$ cat config.mk
export PLATFORM = sky130hd
export DESIGN_NAME = mmio_uart_tx
export DESIGN_NICKNAME = d
export VERILOG_FILES = /design/src/rtl/mmio_pkg.sv /design/src/rtl/uart_tx_fifo.sv /design/src/rtl/mmio_uart_tx.sv
export SDC_FILE = /design/constraint.sdc
export NUM_CORES = 1
export LEC_CHECK = 0
export ABC_CLOCK_PERIOD_IN_PS = 5600
export CAP_MARGIN = 20
export CELL_PAD_IN_SITES_DETAIL_PLACEMENT = 2
export CELL_PAD_IN_SITES_GLOBAL_PLACEMENT = 2
export CORE_MARGIN = 2
export CORE_UTILIZATION = 39
export CTS_CLUSTER_DIAMETER = 60
export DETAILED_ROUTE_END_ITERATION = 10
export PLACE_DENSITY = 0.89
export SLEW_MARGIN = 20
export SYNTH_ARGS = -nofsm -noshare
export SYNTH_HDL_FRONTEND = slang
export SYNTH_SLANG_ARGS = --single-unit
$ cat constraint.sdc
create_clock -name clk -period 5.6 [get_ports clk]
set_clock_uncertainty 0.1 [all_clocks]
set_input_delay 1.4 -clock clk [delete_from_list [all_inputs] [get_ports clk]]
set_output_delay 1.4 -clock clk [all_outputs]
set_load 0.02 [all_outputs]
$ cat src/rtl/mmio_pkg.sv
// Shared constants for the memory-mapped UART transmitter: register offsets,
// STATUS bit positions, transmitter state encoding and divisor limits.
package mmio_pkg;

  // Register offsets inside the 16-byte window (address bits [3:0], [1:0] forced to 0)
  localparam logic [3:0] OFF_TXDATA   = 4'h0;
  localparam logic [3:0] OFF_STATUS   = 4'h4;
  localparam logic [3:0] OFF_DIVISOR  = 4'h8;
  localparam logic [3:0] OFF_RESERVED = 4'hC;

  // STATUS word layout
  localparam int ST_FULL_BIT  = 0;
  localparam int ST_EMPTY_BIT = 1;
  localparam int ST_BUSY_BIT  = 2;
  localparam int ST_OVF_BIT   = 3;
  localparam int ST_CNT_LSB   = 4;

  // Bit-time divisor: 50 MHz / 115200 after reset; anything below 2 is clamped
  localparam logic [15:0] RESET_DIVISOR = 16'd434;
  localparam logic [15:0] MIN_DIVISOR   = 16'd2;

  typedef enum logic [1:0] {
    TX_IDLE  = 2'd0,
    TX_START = 2'd1,
    TX_DATA  = 2'd2,
    TX_STOP  = 2'd3
  } tx_state_e;

  // A divisor of 0 or 1 would make a bit shorter than the timer can express
  function automatic logic [15:0] clamp_divisor(input logic [15:0] value);
    return (value < MIN_DIVISOR) ? MIN_DIVISOR : value;
  endfunction

endpackage

$ cat src/rtl/uart_tx_fifo.sv
// Small synchronous FIFO holding bytes waiting for transmission. The head
// entry is visible combinationally so the transmitter can pop it on the same
// edge it decides to start a frame. Callers never push when full or pop when
// empty; the dropped-push policy lives in the parent.
module uart_tx_fifo #(
  parameter int DEPTH = 8,
  parameter int WIDTH = 8
) (
  input  logic                       clk,
  input  logic                       reset,
  input  logic                       push,
  input  logic                       pop,
  input  logic [WIDTH-1:0]           din,
  output logic [WIDTH-1:0]           dout,
  output logic                       full,
  output logic                       empty,
  output logic [$clog2(DEPTH):0]     count
);

  localparam int AW = $clog2(DEPTH);
  localparam int CW = AW + 1;

  logic [WIDTH-1:0] mem [DEPTH];
  logic [AW-1:0]    wr_ptr_reg;
  logic [AW-1:0]    rd_ptr_reg;
  logic [CW-1:0]    count_reg;

  // Storage array: written at the tail, no reset needed since count guards reads
  always_ff @(posedge clk) begin
    if (push) begin
      mem[wr_ptr_reg] <= din;
    end
  end

  // Pointers wrap naturally modulo DEPTH; count tracks occupancy
  always_ff @(posedge clk or negedge reset) begin
    if (!reset) begin
      wr_ptr_reg <= '0;
      rd_ptr_reg <= '0;
      count_reg  <= '0;
    end else begin
      if (push) wr_ptr_reg <= wr_ptr_reg + AW'(1);
      if (pop)  rd_ptr_reg <= rd_ptr_reg + AW'(1);
      case ({push, pop})
        2'b10:   count_reg <= count_reg + CW'(1);
        2'b01:   count_reg <= count_reg - CW'(1);
        default: count_reg <= count_reg;
      endcase
    end
  end

  assign dout  = mem[rd_ptr_reg];
  assign full  = (count_reg == CW'(DEPTH));
  assign empty = (count_reg == '0);
  assign count = count_reg;

endmodule

$ cat src/rtl/mmio_uart_tx.sv
// Memory-mapped 8N1 UART transmitter on the data-memory port. Decodes a
// 16-byte window, queues TXDATA stores in a FIFO and shifts them out LSB first.
module mmio_uart_tx
  import mmio_pkg::*;
#(
  parameter logic [31:0] BASE_ADDR       = 32'h1001_0100,
  parameter int          FIFO_DEPTH      = 8,
  parameter logic [15:0] DEFAULT_DIVISOR = RESET_DIVISOR
) (
  input  logic        clk,
  input  logic        reset,
  input  logic [31:0] address_i,
  input  logic [31:0] write_data_i,
  input  logic        mem_write_i,
  input  logic        mem_read_i,
  output logic        sel_o,
  output logic [31:0] data_o,
  output logic        tx_o
);

  localparam int CW = $clog2(FIFO_DEPTH) + 1;

  logic [3:0]    offset;
  logic          wr_txdata;
  logic          wr_divisor;
  logic          rd_status;
  logic          fifo_push;
  logic          fifo_pop;
  logic          fifo_full;
  logic          fifo_empty;
  logic [CW-1:0] fifo_count;
  logic [7:0]    fifo_dout;
  logic          push_dropped;
  logic          overflow_reg;
  logic [15:0]   divisor_reg;
  tx_state_e     state_reg;
  tx_state_e     state_next;
  logic [15:0]   timer_reg;
  logic [2:0]    bit_idx_reg;
  logic [7:0]    shift_reg;
  logic          bit_done;
  logic          timer_reload;
  logic          shift_en;
  logic          busy;
  logic [3:0]    count_sat;
  logic [31:0]   status_word;
  logic          unused_bits;

  assign sel_o      = (address_i[31:4] == BASE_ADDR[31:4]);
  assign offset     = {address_i[3:2], 2'b00};
  assign wr_txdata  = sel_o & mem_write_i & (offset == OFF_TXDATA);
  assign wr_divisor = sel_o & mem_write_i & (offset == OFF_DIVISOR);
  assign rd_status  = sel_o & mem_read_i  & (offset == OFF_STATUS);

  // Fullness is judged before any same-edge pop, so a push into a full FIFO is lost
  assign fifo_push    = wr_txdata & ~fifo_full;
  assign push_dropped = wr_txdata & fifo_full;

  assign unused_bits = ^{address_i[1:0], write_data_i[31:16]};

  uart_tx_fifo #(
    .DEPTH (FIFO_DEPTH),
    .WIDTH (8)
  ) u_fifo (
    .clk   (clk),
    .reset (reset),
    .push  (fifo_push),
    .pop   (fifo_pop),
    .din   (write_data_i[7:0]),
    .dout  (fifo_dout),
    .full  (fifo_full),
    .empty (fifo_empty),
    .count (fifo_count)
  );

  // Sticky overflow flag; a dropped push on the same edge beats the read-clear
  always_ff @(posedge clk or negedge reset) begin
    if (!reset)            overflow_reg <= 1'b0;
    else if (push_dropped) overflow_reg <= 1'b1;
    else if (rd_status)    overflow_reg <= 1'b0;
  end

  // Divisor register; only consulted at the next timer reload
  always_ff @(posedge clk or negedge reset) begin
    if (!reset)          divisor_reg <= DEFAULT_DIVISOR;
    else if (wr_divisor) divisor_reg <= clamp_divisor(write_data_i[15:0]);
  end

  // Transmitter state register
  always_ff @(posedge clk or negedge reset) begin
    if (!reset) state_reg <= TX_IDLE;
    else        state_reg <= state_next;
  end

  assign bit_done = (timer_reg == 16'd0);

  // Bit timer, shift register and data-bit counter
  always_ff @(posedge clk or negedge reset) begin
    if (!reset) begin
      timer_reg   <= 16'd0;
      bit_idx_reg <= 3'd0;
      shift_reg   <= 8'd0;
    end else begin
      if (timer_reload)   timer_reg <= divisor_reg - 16'd1;
      else if (!bit_done) timer_reg <= timer_reg - 16'd1;

      if (fifo_pop)       shift_reg <= fifo_dout;
      else if (shift_en)  shift_reg <= {1'b0, shift_reg[7:1]};

      if (state_reg == TX_START) bit_idx_reg <= 3'd0;
      else if (shift_en)         bit_idx_reg <= bit_idx_reg + 3'd1;
    end
  end

  // Next-state, pop/reload strobes and line level; STOP chains straight into START
  always_comb begin
    state_next   = state_reg;
    fifo_pop     = 1'b0;
    timer_reload = 1'b0;
    shift_en     = 1'b0;
    tx_o         = 1'b1;
    case (state_reg)
      TX_IDLE: begin
        if (!fifo_empty) begin
          fifo_pop     = 1'b1;
          timer_reload = 1'b1;
          state_next   = TX_START;
        end
      end
      TX_START: begin
        tx_o = 1'b0;
        if (bit_done) begin
          timer_reload = 1'b1;
          state_next   = TX_DATA;
        end
      end
      TX_DATA: begin
        tx_o = shift_reg[0];
        if (bit_done) begin
          shift_en     = 1'b1;
          timer_reload = 1'b1;
          if (bit_idx_reg == 3'd7) state_next = TX_STOP;
        end
      end
      TX_STOP: begin
        tx_o = 1'b1;
        if (bit_done) begin
          if (!fifo_empty) begin
            fifo_pop     = 1'b1;
            timer_reload = 1'b1;
            state_next   = TX_START;
          end else begin
            state_next = TX_IDLE;
          end
        end
      end
      default: state_next = TX_IDLE;
    endcase
  end

  assign busy = (state_reg != TX_IDLE);

  // STATUS assembly with the FIFO count saturated into a 4-bit field
  always_comb begin
    if (32'(fifo_count) > 32'd15) count_sat = 4'hF;
    else                          count_sat = 4'(fifo_count);
    status_word                    = 32'd0;
    status_word[ST_FULL_BIT]       = fifo_full;
    status_word[ST_EMPTY_BIT]      = fifo_empty;
    status_word[ST_BUSY_BIT]       = busy;
    status_word[ST_OVF_BIT]        = overflow_reg;
    status_word[ST_CNT_LSB +: 4]   = count_sat;
  end

  // Zero-latency load mux; unselected or non-load cycles return 0
  always_comb begin
    data_o = 32'd0;
    if (sel_o && mem_read_i) begin
      case (offset)
        OFF_STATUS:               data_o = status_word;
        OFF_DIVISOR:              data_o = {16'd0, divisor_reg};
        OFF_TXDATA, OFF_RESERVED: data_o = 32'd0;
        default:                  data_o = 32'd0;
      endcase
    end
  end

endmodule

## After elaboration in Yosys (flattened, before gate mapping)

Memories as Yosys holds them, arrays and structs flattened.
Index checks and enable logic that the tools add are counted.

| cells by class | value |
|---|---|
| add/sub/neg operators | 7 |
| $lt $le $gt $ge | 1 |
| equal/unequal tests | 16 |
| mux-type cells | 28 |
| bitwise logic cells | 8 |
| reduce and logical (&&, ||, !) cells | 12 |

Operators with widths:

| cell | count |
|---|---|
| $mux W16 | 4 |
| $pmux W16 S2 | 1 |
| $sub A16 B1 Y16 const B | 2 |
| $eq A28 B25 Y1 const B | 1 |
| $logic_not A16 Y1 | 1 |
| $lt A16 B2 Y1 const B | 1 |
| $mux W8 | 2 |
| $mux W2 | 5 |
| $ne A2 B2 Y1 const B | 5 |
| $reduce_bool A2 Y1 | 5 |
| $add A3 B1 Y3 const B | 3 |
| $mux W1 | 9 |
| $eq A2 B2 Y1 const B | 4 |
| $logic_not A4 Y1 | 2 |
| $pmux W2 S4 | 1 |
| $pmux W4 S2 | 1 |
| $and A1 B1 Y1 | 7 |
| $eq A2 B1 Y1 const B | 3 |
| $mux W3 | 2 |
| $reduce_and A5 Y1 | 1 |
| $add A4 B1 Y4 const B | 1 |
| $eq A4 B4 Y1 const B | 1 |
| $pmux W1 S2 | 2 |
| $sub A4 B1 Y4 const B | 1 |
| other kinds (7) | 7 |

| word-level totals | value |
|---|---|
| register bits after elaboration | 56 |
| memory bits (writable) | 64 |
| bits of input ports | 68 |
| word-level logic and storage cells | 82 |
| memories kept | 1 |

Memories:

| memory | depth | width | read ports | clocked after Yosys merged registers in | write ports | line | text |
|---|---|---|---|---|---|---|---|
| u_fifo.mem | 8 | 8 | 1 | 0 | 1 | uart_tx_fifo.sv:23 | `logic [WIDTH-1:0] mem [DEPTH];` |

## Depth between registers and ports, before layout

| depth | value |
|---|---|
| depth in word-level cells | 6 |
| depth in mapped cells | 13 |
| gate-level depth less buffers | 12 |

## Hierarchy

A second synthesis with hierarchy kept.

| second synthesis, totals | value |
|---|---|
| cell total of the unflattened synthesis | 504 |
| area total of the unflattened synthesis | 6242.2 sq um |

Modules (own cells, without submodules):

| module | times used | cells each | area an instance (sq um) |
|---|---|---|---|
| mmio_uart_tx | 1 | 357 | 3201.8 |
| uart_tx_fifo | 1 | 147 | 3040.4 |

## Worst setup path after synthesis

No wires, ideal clock.

| path | value |
|---|---|
| kind | input -> output |
| start | in address_i[14] |
| end | out data_o[0] |
| arrival time | 2.922 ns |
| data required time | 4.100 ns |
| setup slack | 1.178 ns |
| cell stages on the path | 5 |
| path buffers | 0 |
| cells stage by stage | nor4b_1 nand4_1 nor2_1 nand3_1 nor2_1 |

| between the ends | value |
|---|---|
| cells in the longest elaborated chain, start to end | 3 |

RTL lines:

| item | line | text |
|---|---|---|
| from (decl) | mmio_uart_tx.sv:12 | `input logic [31:0] address_i,` |
| $eq A28 B25 Y1 | mmio_uart_tx.sv:49 | `assign sel_o = (address_i[31:4] == BASE_ADDR[31:4]);` |
| via sel_o | mmio_uart_tx.sv:16 | `output logic sel_o,` |
| $logic_and A1 B1 Y1 | mmio_uart_tx.sv:178 | `if (sel_o && mem_read_i) begin` |
| $mux W16 | mmio_uart_tx.sv:178 |  |
| to (decl) | mmio_uart_tx.sv:17 | `output logic [31:0] data_o,` |

The timed path passes the listed nets, and every way through them passes these cells.

## Worst setup path in the final report

| path | value |
|---|---|
| start | in address_i[27] |
| end | out data_o[0] |

| between the ends | value |
|---|---|
| cells in the longest elaborated chain, start to end | 3 |

RTL lines:

| item | line |
|---|---|
| $eq A28 B25 Y1 | mmio_uart_tx.sv:49 |
| $logic_and A1 B1 Y1 | mmio_uart_tx.sv:178 |
| $mux W16 | mmio_uart_tx.sv:178 |

No other way between the ends.

==> metrics.txt <==
Worst-path clk slew=60 ps; Cells after Synth=462; final setup fails=0; via count=4,363; top cell type's share of synthesized area=31.9%; area leader, netlist=edfxtp_1; # nets final=623; asr flop ratio synth=46.7%; Hold Path Class=reg2reg; TNS Setup=0 ps; fillers=1,447; fmax=185 MHz; CTS Buf Count=17; min Tclk post-route=5400 ps; vias in the first global route=4,972; hold-fix buffers at CTS=0; count of cell types in the netlist=58; leak pwr=2.98 nW; Slew headroom=26.3%; Die Wd=128 um; CP Data Required Time=4100 ps; Setup Buffers After CTS=0; Critical Path AT=3900 ps; antenna cells=0; sequential area share after synthesis=55.2%; RSZ-0062 raised after global routing=false; share of cells above drive strength 1=16.2%; crit path kind=in2out; Top FF cell, synth=edfxtp_1; CTS sink cnt=120; Netlist Area Pre-Place=6030 sq um; root buffer cell=clkbuf_16; GP Congestion=0.794; Skew-Pair Late Insertion Delay=430 ps; Largest register FFs=64; initial core utilization=39.8%; Overflow after GRT=0; Register Area=3330 sq um; Max-Cap Viols=0; initial antenna violation count=0; CP Capture Type=output pin; TritonCTS clock tree=done; Ys Warns=0; PwrDens=629 nW/um^2; CP startpoint kind=input pin; crit-path max FO=8; VDD IR max=0.381 mV; Seq cells post-synth=120; largest net degree at the start of global routing=57; Vias/cell=5.90; Resized cells post-CTS=0; DRT Pass-1 Iters=4; largest cells by area after synthesis=edfxtp_1 (32%), dfrtp_1 (21%), mux4_2 (6.0%), mux2i_1 (4.8%), mux2_2 (3.4%); io pins=102; standard-cell row count=45; Detail Route Antenna Nets=0; Core Region=15,100 sq um; CTS max path bufs=2; first-pass GRT wire length=30,600 um; H-tree level count=4; multi-input logic area=2510 sq um; worst slew pin tran=1100 ps; area delta synth->final=23.7%; die height=128 um; GR Util All Layers=25.5%; DR WL/cell=27.2 um; syn avg cell area=13.1 sq um; final cycle utilization of the critical path=96.4%; hold slack=398 ps; hpwl dp=13,500 um; DRC viols=0; # port buffers=67; Core Util, Final=49.2%; Die Footprint=16,500 sq um; starting DRC count in detailed routing=289; status=finished clean; final count of hold timing violations=0; fin. max-slew vios=0; routed wire length=20,100 um; Post-synth EDFFs=64
cell usage in the layout (no fill, tap or decap), types with 13 or more instances in the layout:
cell,n
conb_1,16
clkbuf_16,17
nor2_1,36
mux2i_1,29
ha_1,16
xor2_1,13
mux4_2,16
nor3_1,13
nor4_1,17
inv_1,14
edfxtp_1,64
dfrtp_1,50
mux2_2,18
clkdlybuf4s50_1,66
nand2_1,17
xnor2_1,17
per-stage QoR:
step	cells	total power [mW]	area, sq um	setup slack (ps)
floorplan	477	2.66	6090	1180
global placement	707	3.13	6850	347
detailed placement	707	3.39	6850	206
CTS	739	4.66	7440	131
global route	739	4.91	7460	55.6
finish	739	4.69	7460	201
synthesized netlist by cell type, types with 3 or more instances:
master and n:
a211o_1 3, a211oi_1 9, a21oi_1 3, a22oi_1 7, a32o_1 3, and2_1 8
and3_1 4, buf_2 7, buf_4 16, clkbuf_1 7, dfrtp_1 51, dfstp_2 5
edfxtp_1 64, ha_1 16, inv_1 14, mux2_2 18, mux2i_1 29, mux4_2 16
nand2_1 17, nand2b_1 7, nand3_1 6, nor2_1 36, nor3_1 13, nor4_1 18
nor4b_1 4, o211ai_1 3, o21ai_0 6, or2_2 3, or3_1 4, or4_1 3
xnor2_1 17, xor2_1 13
where the power goes:
| group | switching, mW | total [mW] | internal (mW) |
|---|---|---|---|
| registers | 0.0844 | 1.16 | 1.07 |
| clock network | 0.435 | 1.12 | 0.681 |
| logic | 1.54 | 2.42 | 0.879 |
critical path: stages:
cell and delay (ps):
clkdlybuf4s50_1 410, nor4b_1 410, nand3_1 200, nor2_1 210, buf_4 170, nand3_1 250
nor2_1 230, clkdlybuf4s50_1 630
worst paths after layout:
path                                                  start                          endpoint  slack (ps)  cells past startpoint
min reg2reg                u_fifo.wr_ptr_reg[2]$_DFFE_PN0P_  u_fifo.wr_ptr_reg[2]$_DFFE_PN0P_         400                      1
max in group asynchronous                             reset  u_fifo.rd_ptr_reg[0]$_DFFE_PN0N_        3810                      2
min                        u_fifo.wr_ptr_reg[2]$_DFFE_PN0P_  u_fifo.wr_ptr_reg[2]$_DFFE_PN0P_         400                      1
max reg2reg                        timer_reg[5]$_DFFE_PN0P_         timer_reg[14]$_DFFE_PN0P_        1000                     10
max                                           address_i[27]                         data_o[0]         200                      8
min in group asynchronous                             reset       divisor_reg[14]$_DFFE_PN0P_        1030                      2
per-layer routing:
metal,routed length [um],share of wire [%],track usage (%),vias up
met3,938,4.7,5.28,36
li1,-,-,-,1860
met1,8290,41,31.6,2295
met2,10300,51,44.6,172
met4,528,2.6,8.66,0
met5,0,0,0,-
cells by family (layout without fill, tap and decap cells):
logic type | Yosys count | in the layout | share of synthesized area [%]
DFF | 120 | 120 | 55.2
AOI/OAI and AO/OA | 51 | 51 | 6.68
muxes | 63 | 63 | 14.2
other | 1 | 16 | 0.0622
buffers and inverters | 47 | 121 | 4.19
adders and majority gates | 17 | 17 | 3.65
xor gates and xnor gates | 30 | 30 | 4.36
and+or+nand+nor | 133 | 133 | 11.7
layout make-up:
class	count	area share, %
timing repair buffer	75	9.73
sequential	120	44.7
tap	188	3.15
clock buffer	19	6.07
multi-input combinational	310	33.7
clock inverter	13	1.93
inverter	14	0.705
Note: power is estimated with default switching activity, not from simulation.
